### config.mk
export PLATFORM = sky130hd
export DESIGN_NAME = button_conditioner_flat
export DESIGN_NICKNAME = d
export VERILOG_FILES = /design/src/rtl/button_conditioner_if.sv /design/src/rtl/button_conditioner.sv /design/src/flat_wrapper.sv
export SDC_FILE = /design/constraint.sdc
export NUM_CORES = 1
export LEC_CHECK = 0
export ABC_AREA = 1
export BUFFER_PORTS_ARGS = -buffer_cell sky130_fd_sc_hd__buf_2
export CORE_MARGIN = 5
export CORE_UTILIZATION = 47
export CTS_BUF_LIST = sky130_fd_sc_hd__clkbuf_4 sky130_fd_sc_hd__clkbuf_8
export DETAILED_ROUTE_END_ITERATION = 8
export PLACE_DENSITY = 0.73
export RECOVER_POWER = 100
export SYNTH_ARGS = -nofsm -noshare
export SYNTH_HDL_FRONTEND = slang
export SYNTH_SLANG_ARGS = --single-unit
### constraint.sdc
create_clock -name Clk -period 1.9 [get_ports Clk]
set_clock_uncertainty 0.05 [all_clocks]
set_input_delay 0.475 -clock Clk [delete_from_list [all_inputs] [get_ports Clk]]
set_output_delay 0.475 -clock Clk [all_outputs]
set_load 0.1 [all_outputs]
### src/rtl/button_conditioner_if.sv
// -----------------------------------------------------------------------------
// button_conditioner_if
//   Groups the raw button inputs and the conditioned outputs of the button
//   conditioner into one bundle.
//
//   Signals (all N_BTN wide, one bit per button channel):
//     i_nBtn  - raw buttons, active-low (0 = pressed), asynchronous to the clock
//     o_Pulse - one-clock high pulse per accepted press
//     o_Level - debounced pressed level (1 = pressed)
//     o_Long  - one-clock high pulse when a press has been held long enough
//
//   Modports:
//     master - the side that drives the raw buttons and consumes the outputs
//     slave  - the conditioner itself
// -----------------------------------------------------------------------------
interface button_conditioner_if #(
  parameter int N_BTN = 3
);
  logic [N_BTN-1:0] i_nBtn;
  logic [N_BTN-1:0] o_Pulse;
  logic [N_BTN-1:0] o_Level;
  logic [N_BTN-1:0] o_Long;

  modport master (
    output i_nBtn,
    input  o_Pulse,
    input  o_Level,
    input  o_Long
  );

  modport slave (
    input  i_nBtn,
    output o_Pulse,
    output o_Level,
    output o_Long
  );
endinterface

### src/rtl/button_conditioner.sv
// -----------------------------------------------------------------------------
// button_conditioner
//   Input stage for the stopwatch core. Each raw, active-low, bouncing push
//   button is synchronised, debounced and turned into a clean one-clock press
//   pulse, a debounced pressed level and a one-shot long-press pulse.
//   Channels are independent copies of the same logic.
//
//   Ports:
//     Clk - system clock, rising edge
//     Rst - synchronous, active-high reset
//     btn - button_conditioner_if.slave bundle (i_nBtn in; o_Pulse, o_Level,
//           o_Long out; all registered)
//
//   Parameters:
//     N_BTN       - number of button channels
//     DEB_CYCLES  - stable cycles needed to accept a press or a release (>= 2)
//     LONG_CYCLES - cycles held before the long-press pulse fires (>= 1)
// -----------------------------------------------------------------------------
module button_conditioner #(
  parameter int N_BTN       = 3,
  parameter int DEB_CYCLES  = 500_000,
  parameter int LONG_CYCLES = 50_000_000
) (
  input  logic                Clk,
  input  logic                Rst,
  button_conditioner_if.slave btn
);

  // Counters only ever need to reach PARAM-1.
  localparam int DCNT_W = $clog2(DEB_CYCLES);
  localparam int HCNT_W = (LONG_CYCLES > 1) ? $clog2(LONG_CYCLES) : 1;

  localparam logic [DCNT_W-1:0] DCNT_LAST = DCNT_W'(DEB_CYCLES - 1);
  localparam logic [HCNT_W-1:0] HCNT_LAST = HCNT_W'(LONG_CYCLES - 1);
  localparam logic [DCNT_W-1:0] DCNT_ONE  = DCNT_W'(1);
  localparam logic [HCNT_W-1:0] HCNT_ONE  = HCNT_W'(1);

  typedef enum logic [1:0] {
    ST_IDLE         = 2'd0,
    ST_PRESS_WAIT   = 2'd1,
    ST_HELD         = 2'd2,
    ST_RELEASE_WAIT = 2'd3
  } state_t;

  logic [N_BTN-1:0] s1_q;
  logic [N_BTN-1:0] s2_q;
  logic [N_BTN-1:0] pulse_s;
  logic [N_BTN-1:0] level_s;
  logic [N_BTN-1:0] long_s;

  // Two-flop synchroniser for the asynchronous raw buttons; idles at released.
  always_ff @(posedge Clk) begin
    if (Rst) begin
      s1_q <= {N_BTN{1'b1}};
      s2_q <= {N_BTN{1'b1}};
    end else begin
      s1_q <= btn.i_nBtn;
      s2_q <= s1_q;
    end
  end

  for (genvar g = 0; g < N_BTN; g++) begin : g_ch
    state_t            state_q, state_d;
    logic [DCNT_W-1:0] dcnt_q, dcnt_d;
    logic [HCNT_W-1:0] hcnt_q, hcnt_d;
    logic              long_done_q, long_done_d;
    logic              pulse_q, pulse_d;
    logic              level_q, level_d;
    logic              long_q, long_d;
    logic              pressed_s;

    // The synchronised button is active-low.
    assign pressed_s = ~s2_q[g];

    // Next-state and output decode for one channel's debounce FSM.
    always_comb begin
      state_d     = state_q;
      dcnt_d      = dcnt_q;
      hcnt_d      = hcnt_q;
      long_done_d = long_done_q;
      pulse_d     = 1'b0;
      level_d     = level_q;
      long_d      = 1'b0;

      case (state_q)
        ST_IDLE: begin
          if (pressed_s) begin
            state_d = ST_PRESS_WAIT;
            dcnt_d  = {DCNT_W{1'b0}};
          end else begin
            state_d = ST_IDLE;
          end
        end

        ST_PRESS_WAIT: begin
          if (!pressed_s) begin
            // Glitch: drop back silently.
            state_d = ST_IDLE;
          end else if (dcnt_q == DCNT_LAST) begin
            state_d     = ST_HELD;
            pulse_d     = 1'b1;
            level_d     = 1'b1;
            hcnt_d      = {HCNT_W{1'b0}};
            long_done_d = 1'b0;
          end else begin
            dcnt_d = dcnt_q + DCNT_ONE;
          end
        end

        ST_HELD: begin
          if (!pressed_s) begin
            state_d = ST_RELEASE_WAIT;
            dcnt_d  = {DCNT_W{1'b0}};
          end else if (hcnt_q == HCNT_LAST) begin
            // hcnt saturates here; the done flag keeps o_Long one-shot.
            if (!long_done_q) begin
              long_d      = 1'b1;
              long_done_d = 1'b1;
            end else begin
              long_d = 1'b0;
            end
          end else begin
            hcnt_d = hcnt_q + HCNT_ONE;
          end
        end

        ST_RELEASE_WAIT: begin
          if (pressed_s) begin
            // Release bounce: resume the same press, hcnt and done flag kept.
            state_d = ST_HELD;
          end else if (dcnt_q == DCNT_LAST) begin
            state_d = ST_IDLE;
            level_d = 1'b0;
          end else begin
            dcnt_d = dcnt_q + DCNT_ONE;
          end
        end

        default: begin
          state_d     = ST_IDLE;
          dcnt_d      = {DCNT_W{1'b0}};
          hcnt_d      = {HCNT_W{1'b0}};
          long_done_d = 1'b0;
          level_d     = 1'b0;
        end
      endcase
    end

    // State, counters and registered outputs for one channel.
    always_ff @(posedge Clk) begin
      if (Rst) begin
        state_q     <= ST_IDLE;
        dcnt_q      <= {DCNT_W{1'b0}};
        hcnt_q      <= {HCNT_W{1'b0}};
        long_done_q <= 1'b0;
        pulse_q     <= 1'b0;
        level_q     <= 1'b0;
        long_q      <= 1'b0;
      end else begin
        state_q     <= state_d;
        dcnt_q      <= dcnt_d;
        hcnt_q      <= hcnt_d;
        long_done_q <= long_done_d;
        pulse_q     <= pulse_d;
        level_q     <= level_d;
        long_q      <= long_d;
      end
    end

    assign pulse_s[g] = pulse_q;
    assign level_s[g] = level_q;
    assign long_s[g]  = long_q;
  end

  assign btn.o_Pulse = pulse_s;
  assign btn.o_Level = level_s;
  assign btn.o_Long  = long_s;

endmodule

### src/flat_wrapper.sv
// flat-port wrapper written by rule: the top's interface ports become plain ports
module button_conditioner_flat 
#(
  parameter int N_BTN       = 3,
  parameter int DEB_CYCLES  = 500_000,
  parameter int LONG_CYCLES = 50_000_000
)
  (Clk, Rst, btn_i_nBtn, btn_o_Pulse, btn_o_Level, btn_o_Long);
  button_conditioner_if #(.N_BTN(N_BTN)) btn_i ();
  input  logic Clk;
  input  logic Rst;
  input wire logic [$bits(btn_i.i_nBtn)-1:0] btn_i_nBtn;
  output wire logic [$bits(btn_i.o_Pulse)-1:0] btn_o_Pulse;
  output wire logic [$bits(btn_i.o_Level)-1:0] btn_o_Level;
  output wire logic [$bits(btn_i.o_Long)-1:0] btn_o_Long;
  assign btn_i.i_nBtn = btn_i_nBtn;
  assign btn_o_Pulse = btn_i.o_Pulse;
  assign btn_o_Level = btn_i.o_Level;
  assign btn_o_Long = btn_i.o_Long;
  button_conditioner #(.N_BTN(N_BTN), .DEB_CYCLES(DEB_CYCLES), .LONG_CYCLES(LONG_CYCLES)) u_core (.Clk(Clk), .Rst(Rst), .btn(btn_i));
endmodule
==> reports/metrics.json, run 1 <==
{
  "library_cells_used_by_synthesis": {"value": 38},
  "postSynthCellCount": {"value": 1704},
  "initial_utilization": {"value": 0.480},
  "hpwl": {"value": 18800, "unit": "um"},
  "cts_num_sinks": {"value": 159},
  "synth_warnings": {"value": 0},
  "max-clock-path-buffers": {"value": 2},
  "timing.reg2reg.worst_path_depth": {"value": 10},
  "flow.area_growth_from_synthesis": {"value": 15.8, "unit": "%"},
  "outcome": {"value": "finished, final reports clean"},
  "layout-drive-gt1-share": {"value": 0.130},
  "required": {"value": 2.24, "unit": "ns"},
  "critPathMaxFanout": {"value": 9},
  "cell_row_count": {"value": 53},
  "multi_input_comb_area": {"value": 6150, "unit": "um2"},
  "place_worst_setup_slack": {"value": -0.0370, "unit": "ns"},
  "worst_slew_margin_rel": {"value": 0.674},
  "floorplan.die.height": {"value": 157, "unit": "um"},
  "timing.setup.tns": {"value": 0, "unit": "ns"},
  "clkPwrFrac": {"value": 0.450},
  "worstReg2RegEnd": {"value": "u_core.g_ch[0].hcnt_q[17]$_SDFFE_PP0P_"},
  "min-delay-path-class": {"value": "primary input to flop"},
  "part_of_the_total_power_dissipated_in_combinational_logic": {"value": 0.034},
  "fin_crit_sh": {"value": 0.954},
  "slew_viol_final": {"value": 0},
  "largest_net_degree_at_the_start_of_global_routing": {"value": 50},
  "hold_viol_final": {"value": 0},
  "routedWlPerCell": {"value": 13.0, "unit": "um"},
  "worst_setup_path_start_kind": {"value": "flop"},
  "placement.io_buffers": {"value": 13},
  "synthesis.area_per_instance": {"value": 5.96, "unit": "um2"},
  "finalHoldWorstSlack": {"value": 0.136, "unit": "ns"},
  "power.switching": {"value": 1510, "unit": "uW"},
  "htreeDepth": {"value": 4},
  "syn-num-nets": {"value": 1715},
  "synth_enable_flop_cells": {"value": 0},
  "overflow": {"value": 0},
  "global_route.usage.total": {"value": 0.212},
  "worstPathArrival": {"value": 2.15, "unit": "ns"},
  "route.final.wire_length": {"value": 26900, "unit": "um"},
  "power.total": {"value": 6490, "unit": "uW"},
  "detailed_route_drc_error_count": {"value": 0},
  "nNetsFinal": {"value": 1790},
  "antennaDiodeCount": {"value": 0},
  "power.density_cell_area": {"value": 551, "unit": "nW/um2"},
  "synthesis.area": {"value": 10200, "unit": "um2"},
  "setup.worst_path.class": {"value": "flop to flop"},
  "setup.worst_path.end_class": {"value": "flop"},
  "peakVddDrop": {"value": 0.343, "unit": "mV"},
  "clk_root_buffer_cell": {"value": "clkbuf_8"},
  "synth-seq-cells": {"value": 159},
  "die-area": {"value": 24700, "unit": "um2"},
  "ff_latch_area": {"value": 3210, "unit": "um2"},
  "clock_tree_from_tritoncts": {"value": "yes"},
  "critical_path.reg2reg.startpoint": {"value": "u_core.g_ch[0].dcnt_q[1]$_SDFFE_PP0P_"},
  "via_count": {"value": 10867},
  "via_count_of_the_first_global_routing_pass": {"value": 9753},
  "tightest_slew": {"value": 0.492, "unit": "ns"},
  "final-setup-viol-count": {"value": 0},
  "cts-hold-fix-buffers": {"value": 0},
  "io_pins": {"value": 14},
  "worst_slack": {"value": 0.0877, "unit": "ns"},
  "hold_path.startpoint": {"value": "btn_i_nBtn[1]"},
  "core-area": {"value": 21200, "unit": "um2"},
  "maxClockFrequency": {"value": 552, "unit": "MHz"},
  "hold_end": {"value": "u_core.s1_q[1]$_SDFF_PP1_"},
  "max_capacitance_violation_total": {"value": 0},
  "antenna_found_initial": {"value": 0},
  "ys_seq_area_frac": {"value": 0.313},
  "insertion_delay": {"value": 0.47, "unit": "ns"},
  "die_width": {"value": 157, "unit": "um"},
  "numCtsBuffers": {"value": 17},
  "timing.reg2reg.setup_slack": {"value": 0.09, "unit": "ns"},
  "dominant_synthesized_flop_cell": {"value": "dfxtp_1"},
  "n_fill_cell": {"value": 2095},
  "asyncSetResetFlopFracSynth": {"value": 0},
  "ant_nets": {"value": 0},
  "cell_int_power": {"value": 4980, "unit": "uW"},
  "detail_route.vias_per_cell": {"value": 5.26},
  "hold_depth": {"value": 2},
  "final_core_utilization": {"value": 0.556},
  "grt_pass1_wl": {"value": 44300, "unit": "um"},
  "fin_crit": {"value": 1.81, "unit": "ns"},
  "final_weighted_congestion_of_routability_driven_global_placement": {"value": 0.930},
  "switching_share": {"value": 0.233},
  "power_leakage": {"value": 0.00436, "unit": "uW"},
  "seq_power_share": {"value": 0.516},
  "iteration_0_drc_markers": {"value": 797},
  "drt_pass1_iterations": {"value": 6},
  "path_clk_slew": {"value": 0.09, "unit": "ns"}
}
## cell type report
cell class	instances	share of cell area
multi-input cells	1311	0.522
flip-flops and latches	159	0.272
repair buffers	108	0.0789
inverters	181	0.0581
well taps	275	0.0292
clock buffers	18	0.0205
clock inverters	13	0.0180
repair inverters	1	0.000638
## cells by family after synthesis
kind of cell,Yosys count,share of synthesized area
xor gates and xnor gates,36,0.0310
DFF,159,0.313
adders and majority gates,6,0.00739
and+or+nand+nor,1123,0.474
buffers and inverters,237,0.0999
AOI/OAI and AO/OA,143,0.0741
## critical path: stages (launching register included)
cell and delay (ns):
dfxtp_2 0.37, ha_2 0.19, nand3_2 0.09, nor2_2 0.13
nand3_2 0.10, nand2_1 0.11, nand2_2 0.11, nor2_8 0.21
clkbuf_16 0.19, nand2_1 0.05, a21oi_1 0.12
## registers in the layout (all words and copies together) (netlist names), named ones only
name / flops
u_core.g_ch.hcnt_q: 78
u_core.g_ch.long_q: 3
u_core.g_ch.level_q: 3
u_core.s2_q: 3
u_core.g_ch.dcnt_q: 57
u_core.s1_q: 3
u_core.g_ch.state_q: 3
u_core.g_ch.pulse_q: 3
u_core.g_ch.long_done_q: 3
## power by group through the flow
stage                     Sequential (uW)  Clock [uW]  Combinational (uW)
after floorplan                      3430           0                 136
after global placement               3430           0                 206
after detailed placement             3430           0                 208
after CTS                            3350        2960                 210
after global routing                 3350        3100                 245
final                                3350        2920                 220
## repair_timing
action	CTS	global route
pin swaps	0	15
buffers inserted	0	11
resized for setup	3	58
cloned	1	9
endpoints found under the setup margin	14	105
## cell usage in the layout, fill, tap and decap left out, types with 8 or more instances in the layout
master      n
a21oi_1    96
buf_2      12
buf_4      81
clkbuf_8   17
dfxtp_1   145
dfxtp_2    12
inv_1     170
nand2_1   510
nand2_2    10
nand3_1   120
nand4_1    68
nor2_1    323
nor2_2     17
nor3_1     25
o21ai_0    30
o21bai_1    8
or2_2       8
xor2_1     29
## stage by stage
| step | cells | cell area, um2 |
|---|---|---|
| CTS | 2046 | 11300 |
| global placement | 2014 | 10900 |
| global route | 2066 | 11800 |
| finish | 2066 | 11800 |
| detailed placement | 2014 | 10900 |
| floorplan | 1704 | 10200 |
## how the worst max path moves through the flow
stage                                                     start                                       to  slack [ns]  cells after the start
after global placement    u_core.g_ch[1].dcnt_q[0]$_SDFFE_PP0P_  u_core.g_ch[1].long_done_q$_SDFFE_PP0P_        0.02                     10
after floorplan           u_core.g_ch[0].hcnt_q[0]$_SDFFE_PP0P_   u_core.g_ch[0].hcnt_q[19]$_SDFFE_PP0P_        0.12                     11
final                     u_core.g_ch[0].dcnt_q[1]$_SDFFE_PP0P_   u_core.g_ch[0].hcnt_q[17]$_SDFFE_PP0P_        0.09                     10
after global routing      u_core.g_ch[0].dcnt_q[6]$_SDFFE_PP0P_    u_core.g_ch[0].hcnt_q[6]$_SDFFE_PP0P_       -0.02                     10
after detailed placement  u_core.g_ch[1].dcnt_q[0]$_SDFFE_PP0P_   u_core.g_ch[1].hcnt_q[13]$_SDFFE_PP0P_       -0.04                     10
after CTS                 u_core.g_ch[2].dcnt_q[0]$_SDFFE_PP0P_   u_core.g_ch[2].hcnt_q[18]$_SDFFE_PP0P_       0.002                      9
## layer usage
metal	up-vias	share of wire	track usage
met5	-	0	0
met3	36	0.056	0.0360
met1	4965	0.46	0.282
met4	0	0.014	0.0623
li1	5567	-	-
met2	299	0.47	0.354
## cells in the mapped netlist (2+ instances only)
library cell | instances | share of area
clkbuf_1 | 25 | 0.0092
xnor2_1 | 7 | 0.0060
nor2_2 | 7 | 0.0043
o21ai_0 | 30 | 0.015
o21bai_1 | 8 | 0.0059
o211ai_1 | 3 | 0.0022
buf_2 | 9 | 0.0044
nor3_1 | 27 | 0.013
nand3_2 | 4 | 0.0039
nor2_1 | 336 | 0.12
a21oi_1 | 99 | 0.049
nand3_4 | 3 | 0.0052
ha_1 | 6 | 0.0074
or2_2 | 8 | 0.0049
nand2_1 | 513 | 0.19
clkinv_1 | 3 | 0.0011
nand2_2 | 9 | 0.0055
and2_1 | 3 | 0.0018
dfxtp_1 | 159 | 0.31
nand3b_1 | 4 | 0.0030
and3_1 | 2 | 0.0012
nand3_1 | 123 | 0.061
buf_4 | 14 | 0.010
nand4_1 | 67 | 0.041
nor3b_1 | 3 | 0.0022
nor2_4 | 4 | 0.0044
buf_6 | 8 | 0.0089
nor4_1 | 6 | 0.0037
inv_1 | 172 | 0.064
inv_2 | 5 | 0.0018
a21oi_2 | 2 | 0.0017
xor2_1 | 29 | 0.025
(Power assumes the default switching activity.)
==> run 2, diff against run 1 <==
--- a/config.mk
+++ b/config.mk
@@ -13,6 +13,7 @@
 export DETAILED_ROUTE_END_ITERATION = 8
 export PLACE_DENSITY = 0.73
 export RECOVER_POWER = 100
+export REMOVE_ABC_BUFFERS = 1
 export SYNTH_ARGS = -nofsm -noshare
 export SYNTH_HDL_FRONTEND = slang
 export SYNTH_SLANG_ARGS = --single-unit
==> reports/metrics.json, run 2 (synthesized netlist as in run 1, its figures left out) <==
{
  "outcome": {"value": "finished, final reports clean", "change": "unchanged"},
  "via_count": {"value": 10652, "change": "was 10867"},
  "worstReg2RegEnd": {"value": "u_core.g_ch[0].hcnt_q[23]$_SDFFE_PP0P_", "change": "was u_core.g_ch[0].hcnt_q[17]$_SDFFE_PP0P_"},
  "detailed_route_drc_error_count": {"value": 0, "change": "unchanged"},
  "power.switching": {"value": 1570, "unit": "uW", "change": "was 1510 uW"},
  "mostFrequentLayoutCells": {"value": "nand2_1 (508), nor2_1 (326), inv_1 (170)", "change": "was nand2_1 (510), nor2_1 (323), inv_1 (170)"},
  "power.density_cell_area": {"value": 531, "unit": "nW/um2", "change": "was 551 nW/um2"},
  "timing.reg2reg.setup_slack": {"value": 0.07, "unit": "ns", "change": "was 0.09 ns"},
  "core-area": {"value": 21200, "unit": "um2", "change": "unchanged"},
  "via_count_of_the_first_global_routing_pass": {"value": 9716, "change": "was 9753"},
  "cp_slowest_cell": {"value": "buf_2", "change": "was dfxtp_2"},
  "path_clk_slew": {"value": 0.09, "unit": "ns", "change": "about the same"},
  "largest_net_degree_at_the_start_of_global_routing": {"value": 66, "change": "was 50"},
  "detail_route.vias_per_cell": {"value": 5.15, "change": "was 5.26"},
  "fin_crit": {"value": 1.85, "unit": "ns", "change": "was 1.81 ns"},
  "crit_end": {"value": "btn_o_Long[1]", "change": "was u_core.g_ch[0].hcnt_q[17]$_SDFFE_PP0P_"},
  "routedWlPerCell": {"value": 12.8, "unit": "um", "change": "was 13.0 um"},
  "fin_crit_sh": {"value": 0.974, "change": "was 0.954"},
  "timing.critical_path.depth": {"value": 1, "change": "was 10"},
  "drt_pass1_iterations": {"value": 5, "change": "was 6"},
  "route.final.wire_length": {"value": 26400, "unit": "um", "change": "was 26900 um"},
  "seq_power_share": {"value": 0.543, "change": "was 0.516"},
  "critical_path.cell_chain": {"value": "buf_2", "change": "was ha_2, nand3_2, nor2_2, nand3_2, nand2_1, nand2_2, nor2_8, clkbuf_16, nand2_1, a21oi_1"},
  "hpwl": {"value": 18900, "unit": "um", "change": "was 18800 um"},
  "cell_row_count": {"value": 53, "change": "unchanged"},
  "ff_latch_area": {"value": 3200, "unit": "um2", "change": "was 3210 um2"},
  "top_reg_by_flops": {"value": "u_core.g_ch.hcnt_q", "change": "unchanged"},
  "htreeDepth": {"value": 4, "change": "unchanged"},
  "insertion_delay": {"value": 0.48, "unit": "ns", "change": "was 0.47 ns"},
  "max-clock-path-buffers": {"value": 2, "change": "unchanged"},
  "critPathMaxStageDelay": {"value": 0.45, "unit": "ns", "change": "was 0.37 ns"},
  "power_leakage": {"value": 0.00430, "unit": "uW", "change": "was 0.00436 uW"},
  "cell_int_power": {"value": 4600, "unit": "uW", "change": "was 4980 uW"},
  "io_pins": {"value": 14, "change": "unchanged"},
  "clock_tree_from_tritoncts": {"value": "yes", "change": "unchanged"},
  "part_of_the_total_power_dissipated_in_combinational_logic": {"value": 0.035, "change": "was 0.034"},
  "grt_pass1_wl": {"value": 44100, "unit": "um", "change": "was 44300 um"},
  "path_delay_family": {"value": "buffers and inverters", "change": "was simple AND/OR/NAND/NOR gates"},
  "largest_register_ff_count": {"value": 78, "change": "unchanged"},
  "die_width": {"value": 157, "unit": "um", "change": "unchanged"},
  "timing.reg2reg.worst_path_depth": {"value": 9, "change": "was 10"},
  "largest_registers": {"value": "u_core.g_ch.hcnt_q: 78 flops, u_core.g_ch.dcnt_q: 57 flops", "change": "unchanged"},
  "iteration_0_drc_markers": {"value": 705, "change": "was 797"},
  "die-area": {"value": 24700, "unit": "um2", "change": "unchanged"},
  "overflow": {"value": 0, "change": "unchanged"},
  "postLayoutCellArea": {"value": 11600, "unit": "um2", "change": "was 11800 um2"},
  "cts_num_sinks": {"value": 159, "change": "unchanged"},
  "most_common_cell_after_layout_fill_and_taps_aside": {"value": "nand2_1", "change": "unchanged"},
  "tightest_slew": {"value": 0.908, "unit": "ns", "change": "was 0.492 ns"},
  "min-delay-path-class": {"value": "primary input to flop", "change": "unchanged"},
  "timing.setup.tns": {"value": 0, "unit": "ns", "change": "unchanged"},
  "cp.buffers_inverters": {"value": 1, "change": "unchanged"},
  "peakVddDrop": {"value": 0.402, "unit": "mV", "change": "was 0.343 mV"},
  "critical_path.reg2reg.startpoint": {"value": "u_core.g_ch[0].hcnt_q[0]$_SDFFE_PP0P_", "change": "was u_core.g_ch[0].dcnt_q[1]$_SDFFE_PP0P_"},
  "antennaDiodeCount": {"value": 0, "change": "unchanged"},
  "rsz0062_at_grt": {"value": "true"},
  "placement.io_buffers": {"value": 13, "change": "unchanged"},
  "setup.worst_path.end_class": {"value": "output port", "change": "was flop"},
  "worst_slack": {"value": 0.0490, "unit": "ns", "change": "was 0.0877 ns"},
  "place_area": {"value": 10900, "unit": "um2", "change": "about the same"},
  "critPathLaunch": {"value": "u_core.g_ch[1].long_q$_SDFF_PP0_", "change": "was u_core.g_ch[0].dcnt_q[1]$_SDFFE_PP0P_"},
  "n_fill_cell": {"value": 2134, "change": "was 2095"},
  "final-setup-viol-count": {"value": 0, "change": "unchanged"},
  "critPathMaxFanout": {"value": 1, "change": "was 9"},
  "layout-drive-gt1-share": {"value": 0.127, "change": "was 0.130"},
  "initial_utilization": {"value": 0.480, "change": "unchanged"},
  "antenna_found_initial": {"value": 0, "change": "unchanged"},
  "max_capacitance_violation_total": {"value": 0, "change": "unchanged"},
  "place_worst_setup_slack": {"value": 0.0200, "unit": "ns", "change": "was -0.0370 ns"},
  "worst_slew_margin_rel": {"value": 0.395, "change": "was 0.674"},
  "multi_input_comb_area": {"value": 6120, "unit": "um2", "change": "was 6150 um2"},
  "setup.worst_path.class": {"value": "flop to output port", "change": "was flop to flop"},
  "clkPwrFrac": {"value": 0.422, "change": "was 0.450"},
  "global_route.usage.total": {"value": 0.212, "change": "about the same"},
  "nNetsFinal": {"value": 1790, "change": "unchanged"},
  "hold_viol_final": {"value": 0, "change": "unchanged"},
  "worst_setup_path_start_kind": {"value": "flop", "change": "unchanged"},
  "cts-hold-fix-buffers": {"value": 0, "change": "unchanged"},
  "switching_share": {"value": 0.255, "change": "was 0.233"},
  "required": {"value": 1.37, "unit": "ns", "change": "was 2.24 ns"},
  "ant_nets": {"value": 0, "change": "unchanged"},
  "floorplan.die.height": {"value": 157, "unit": "um", "change": "unchanged"},
  "flow.area_growth_from_synthesis": {"value": 14.4, "unit": "%", "change": "was 15.8%"},
  "final_weighted_congestion_of_routability_driven_global_placement": {"value": 0.929, "change": "was 0.930"},
  "worstPathArrival": {"value": 1.33, "unit": "ns", "change": "was 2.15 ns"},
  "final_core_utilization": {"value": 0.549, "change": "was 0.556"},
  "clk_root_buffer_cell": {"value": "clkbuf_8", "change": "unchanged"},
  "numCtsBuffers": {"value": 17, "change": "unchanged"},
  "maxClockFrequency": {"value": 540, "unit": "MHz", "change": "was 552 MHz"},
  "slew_viol_final": {"value": 0, "change": "unchanged"}
}
[run 2: routing by layer]
metal,up-vias,GRT usage,routed length [um]
li1,5571,-,-
met1,4812,0.277,12100
met2,241,0.368,12900
met3,28,0.0327,1160
met4,0,0.0549,323
met5,-,0,0
[run 2: timing repair]
action	in CTS	in global routing
gates resized for setup	1	54
setup buffers	0	9
gates cloned	0	6
pin swaps	0	12
endpoints found under the setup margin	7	101
[run 2: power by group through the flow]
stage	sequential, uW	combinational (uW)	clock (uW)
finish	3350	215	2600
global route	3350	237	2810
CTS	3350	203	2670
detailed placement	3430	203	0
global placement	3430	201	0
floorplan	3430	97.9	0
[run 2: stage by stage]
step | instances | power, uW | hold WS [ns]
after CTS | 2052 | 6220 | 0.108
after floorplan | 1648 | 3530 | 0.339
after detailed placement | 2020 | 3630 | 0.342
final | 2067 | 6170 | 0.135
after global placement | 2020 | 3630 | 0.345
after global routing | 2067 | 6400 | 0.108
[run 2: area by class of cell]
class / instances / area share
repair inverters: 1 / 0.000646
clock buffers: 18 / 0.0208
multi-input cells: 1312 / 0.527
inverters: 181 / 0.0591
flip-flops and latches: 159 / 0.276
well taps: 275 / 0.0296
repair buffers: 107 / 0.0741
clock inverters: 14 / 0.0135
[run 2: how the worst min path moves through the flow]
stage	start	endpoint	slack, ns	cells past startpoint
6_report	btn_i_nBtn[1]	u_core.s1_q[1]$_SDFF_PP1_	0.13	2
4_1_cts	btn_i_nBtn[1]	u_core.s1_q[1]$_SDFF_PP1_	0.11	2
2_1_floorplan	u_core.s1_q[0]$_SDFF_PP1_	u_core.s2_q[0]$_SDFF_PP1_	0.34	1
3_5_place_dp	u_core.s1_q[0]$_SDFF_PP1_	u_core.s2_q[0]$_SDFF_PP1_	0.34	1
3_3_place_gp	u_core.s1_q[0]$_SDFF_PP1_	u_core.s2_q[0]$_SDFF_PP1_	0.34	1
5_1_grt	btn_i_nBtn[1]	u_core.s1_q[1]$_SDFF_PP1_	0.11	2
